<file path="config.mk">
export PLATFORM = sky130hd
export DESIGN_NAME = axi_read_arbiter
export DESIGN_NICKNAME = d
export VERILOG_FILES = /design/src/rtl/axi_read_arbiter.sv
export SDC_FILE = /design/constraint.sdc
export NUM_CORES = 1
export LEC_CHECK = 0
export CAP_MARGIN = 10
export CORE_AREA = 2 2 104 106
export DETAILED_ROUTE_END_ITERATION = 8
export DIE_AREA = 0 0 106 108
export PLACE_DENSITY_LB_ADDON = 0.15
export SLEW_MARGIN = 20
export SYNTH_ARGS = -nofsm -noshare
export SYNTH_HDL_FRONTEND = slang
export SYNTH_SLANG_ARGS = --single-unit
</file>
<file path="constraint.sdc">
create_clock -name clk -period 1.6 [get_ports clk]
set_clock_uncertainty 0.2 [all_clocks]
set_input_delay 0.48 -clock clk [delete_from_list [all_inputs] [get_ports clk]]
set_output_delay 0.48 -clock clk [all_outputs]
set_load 0.01 [all_outputs]
</file>
<file path="src/rtl/axi_read_arbiter.sv">
// 2:1 AXI3 read-channel arbiter: dcache (requester 0) and icache (requester 1)
// share one external AR/R port, one burst at a time, round-robin on contention.
module axi_read_arbiter #(
    parameter int AR_W       = 45,
    parameter int R_W        = 39,
    parameter int FIRST_PRIO = 0
) (
    input  logic              clk,
    input  logic              rst,
    input  logic [1:0]        s_arvalid,
    output logic [1:0]        s_arready,
    input  logic [2*AR_W-1:0] s_ar,
    output logic [1:0]        s_rvalid,
    input  logic [1:0]        s_rready,
    output logic [2*R_W-1:0]  s_r,
    output logic              m_arvalid,
    input  logic              m_arready,
    output logic [AR_W-1:0]   m_ar,
    input  logic              m_rvalid,
    output logic              m_rready,
    input  logic [R_W-1:0]    m_r
);
    typedef enum logic [1:0] {IDLE, ADDR, DATA} state_t;

    localparam logic FIRST = 1'(FIRST_PRIO);

    state_t state, state_d;
    logic   grant, grant_d;
    logic   last, last_d;
    logic [AR_W-1:0] ar_req [2];

    always_ff @(posedge clk or posedge rst) begin
        if (rst) begin
            state <= IDLE;
            grant <= 1'b0;
            last  <= ~FIRST;
        end else begin
            state <= state_d;
            grant <= grant_d;
            last  <= last_d;
        end
    end

    always_comb begin
        state_d   = state;
        grant_d   = grant;
        last_d    = last;
        m_arvalid = 1'b0;
        m_rready  = 1'b0;
        case (state)
            IDLE: begin
                // Contention goes to whoever was not served last; a lone requester always wins.
                if (|s_arvalid) begin
                    grant_d = (s_arvalid == 2'b11) ? ~last : s_arvalid[1];
                    state_d = ADDR;
                end
            end
            ADDR: begin
                m_arvalid = 1'b1;
                if (m_arready) begin
                    state_d = DATA;
                    last_d  = grant;
                end
            end
            DATA: begin
                m_rready = s_rready[grant];
                if (m_rvalid && s_rready[grant] && m_r[0])
                    state_d = IDLE;
            end
            default: state_d = IDLE;
        endcase
    end

    // Per-requester slicing and routing, all steered by the registered grant.
    for (genvar g = 0; g < 2; g++) begin : g_req
        assign ar_req[g]    = s_ar[g*AR_W +: AR_W];
        assign s_arready[g] = (state == ADDR) && (grant == 1'(g)) && m_arready;
        assign s_rvalid[g]  = (state == DATA) && (grant == 1'(g)) && m_rvalid;
    end

    assign m_ar = ar_req[grant];
    assign s_r  = {m_r, m_r};

endmodule

</file>
==> summary.txt <==
Die
  – Starting Density: 15.3%
  – IO Pins: 266
  – Core Area: 0.0102 mm^2
  – Die Span Y: 108 um
  – Die area: 0.0114 mm^2
  – Die width: 106 um
  – Row count: 37

Place
  – Placed inst area: 0.00269 mm^2
  – GPL Wtd Cong: 0.639
  – PortBufs: 151
  – DP Wirelength: 3.92 mm
  – DP Worst Slack: -0.818 ns

STA
  – Worst hold margin: 0.246 ns
  – Fin. Hold Viols: 0
  – Slew @ Worst Pin: 0.230 ns
  – RSZ-0062 raised after global routing: yes
  – Fmax achieved: 488 MHz
  – Worst slew margin: 84.6%
  – Sum of negative setup slack: -20.57 ns
  – Final setup fails: 51
  – Final WS setup: -0.450 ns
  – Final slew viol count: 0
  – Period utilisation layout: 128%
  – Min cycle time layout: 2.05 ns

Outcome
  – Status: finished with violations
  – Violated checks: negative setup slack

Clock tree
  – TritonCTS Sinks: 4
  – Clock transition at path regs: 0.04 ns
  – CTS tree: done
  – CTS Buffer Depth: 2
  – CTS HTree Levels: 1
  – Total CTS buffers: 3
  – Hold_buf cts: 0
  – Worst skew pair latency: 0.22 ns
  – CTS Root Cell: clkbuf_8

Worst setup path
  – Worst R2R Path Depth: 5
  – Critical path class: reg2out
  – Worst Path Required: 0.92 ns
  – WP data arrival: 1.37 ns
  – Slowest library cell on the worst path: dfrtp_2
  – Critical-path maximum fanout: 10
  – R2R setup slack: 0.19 ns
  – Crit path cell chain: buf_4 > buf_16 > mux2_4 > buf_6
  – Critical Path Sink Type: output port
  – Startpoint Class: flop
  – R2r startpoint: state[1]
  – Crit path buf inv count: 3
  – Critical path's largest stage delay: 0.42 ns
  – FF-to-FF End: grant
  – Crit path max-delay family: buffers and inverters

Run
  – Max Cap Viol: 0

Final layout
  – Layout filler cell count: 1070
  – Final Net Count: 380
  – Multi-input logic area: 825 um^2
  – Share of post-route cells with drive strength above 1: 52.5%
  – FF+latch area: 103 um^2
  – Area growth, synth to finish: 86.9%
  – N_diodes: 0
  – Post-route cell area: 0.00292 mm^2

Yosys
  – Yosys reg bits: 4
  – Post-synthesis mux area share: 43.9%
  – Synth Instances: 153
  – Synth Area in Compound Gates: 1.92%
  – Synthesized area: 0.00156 mm^2
  – Yosys cell types: 20
  – Post-synthesis simple-gate area fraction: 5.37%
  – Synth warnings: 0
  – XOR/XNOR Fraction of Synth Area: 0%
  – Post-synthesis average cell area: 10.2 um^2
  – Syn_nets: 290
  – Register area share after synthesis: 6.49%
  – Main combinational cell family by area after synthesis: multiplexers
  – Adder-cell share of the synthesized area: 0%

Power and ir drop
  – Power consumption: 0.00373 W
  – Max VDD drop: 732 uV
  – Power Dens Cells: 1280 mW/mm^2
  – Leak pwr: 1.34 nW

Drt
  – First-pass iteration count of the detailed router: 3
  – Final ANT Viol Nets: 0
  – Iter 0 DRT Violations: 31
  – Via density: 3.41
  – Via count: 1289
  – Wire length after detailed routing: 5.17 mm
  – DRC errors left: 0
  – Routed WL per cell: 13.7 um

Global route
  – Number of global-route vias before repair: 1317
  – Met2 Usage GRT: 13.9%
  – Grt total ovfl: 0
  – Total track usage: 8.01%
  – Largest net degree at the start of global routing: 11
  – Met3 usage: 2.95%
  – Initial antenna violation count: 0
  – Most Crowded Layer GR: met2
  – First-pass GRT wire length: 7.18 mm
  – GRT met1 Usage: 9.59%

Hold path
  – Worst hold path type: in2async
-- per-stage QoR --
stage | std cells | util [%]
after global routing | 378 | 28.5
after floorplan | 153 | -
after detailed placement | 365 | 26.2
final | 378 | 28.5
after CTS | 379 | 28.7
after global placement | 365 | 26.2
-- power by group --
group	leakage, nW	internal [W]	switching (W)
combinational	1.27	0.00214	0.00115
sequential	0.0456	0.000162	0.0000449
clock	0.0228	0.000171	0.0000569
-- sequential cells by signal, indices dropped and copies added (netlist names) --
register and cells:
state 2, last 1, grant 1
-- cells in the final DEF (no fill, tap or decap) --
| cell | count |
|---|---|
| mux2_4 | 45 |
| nor3_1 | 1 |
| a21o_1 | 1 |
| nand2b_4 | 1 |
| nor3b_2 | 1 |
| clkdlybuf4s15_2 | 1 |
| nor2b_4 | 1 |
| nor2_1 | 4 |
| clkdlybuf4s50_1 | 94 |
| buf_4 | 9 |
| a32o_1 | 1 |
| and4b_1 | 1 |
| dlymetal6s2s_1 | 1 |
| buf_2 | 8 |
| clkbuf_1 | 1 |
| dfstp_2 | 1 |
| nand2_1 | 4 |
| inv_1 | 1 |
| dfrtp_2 | 1 |
| mux2i_4 | 1 |
| dlygate4sd2_1 | 2 |
| o21ai_1 | 1 |
| dfrtp_1 | 2 |
| buf_6 | 49 |
| clkbuf_8 | 3 |
| a211oi_1 | 1 |
| buf_12 | 1 |
| buf_16 | 4 |
| and3_4 | 1 |
-- cells by family after synthesis --
kind of cell | count (synthesis)
multiplexers | 46
AND/OR/NAND/NOR | 14
AO/OA/AOI/OAI | 4
flip-flops | 4
buffers and inverters | 85
-- layer usage --
layer  part of all wire, %  wire length (um)
met1                    38              1970
met2                    51              2640
met3                    11               543
met4                  0.19                10
met5                     0                 0
-- final cells by class --
cell class                      count  share of cell area [%]
Timing Repair Buffer              169                    60.7
Sequential cell                     4                    3.52
Clock buffer                        4                    1.54
Multi-Input combinational cell     64                    28.3
Inverter                            1                   0.129
Tap cell                          136                    5.83
-- how the worst max path moves through the flow --
stage / startpoint / cells after the start / slack [ns] / endpoint
detailed placement: m_rvalid / 3 / -0.82 / s_rvalid[0]
CTS: grant / 4 / -0.46 / m_ar[7]
finish: grant / 4 / -0.45 / m_ar[11]
global route: grant / 4 / -0.48 / m_ar[38]
floorplan: grant / 3 / -0.02 / m_ar[10]
global placement: m_rvalid / 3 / -0.82 / s_rvalid[0]
-- repair_timing --
item / 4_1_cts / 5_1_grt
buffers inserted: 6 / 0
resized for setup: 271 / 5
pin swaps: 0 / 1
cloned: 4 / 0
endpoints found under the setup margin: 53 / 52
-- synth_stat cells --
cell type	count	area (um^2)
mux2i_1	1	10.0
buf_8	1	15.0
nor2b_4	1	13.8
nor2_1	4	15.0
mux2_4	45	676
dfrtp_1	3	75.1
dfstp_2	1	26.3
o21ai_1	1	5.00
and4b_1	1	10.0
nand2b_1	1	6.26
and3_4	1	11.3
nand2_1	4	15.0
inv_1	1	3.75
a21o_1	1	7.51
buf_4	78	586
a211oi_1	1	7.51
buf_6	5	56.3
nor3b_1	1	7.51
a32o_1	1	10.0
nor3_1	1	5.00
Power figures use the tool's default switching activity.
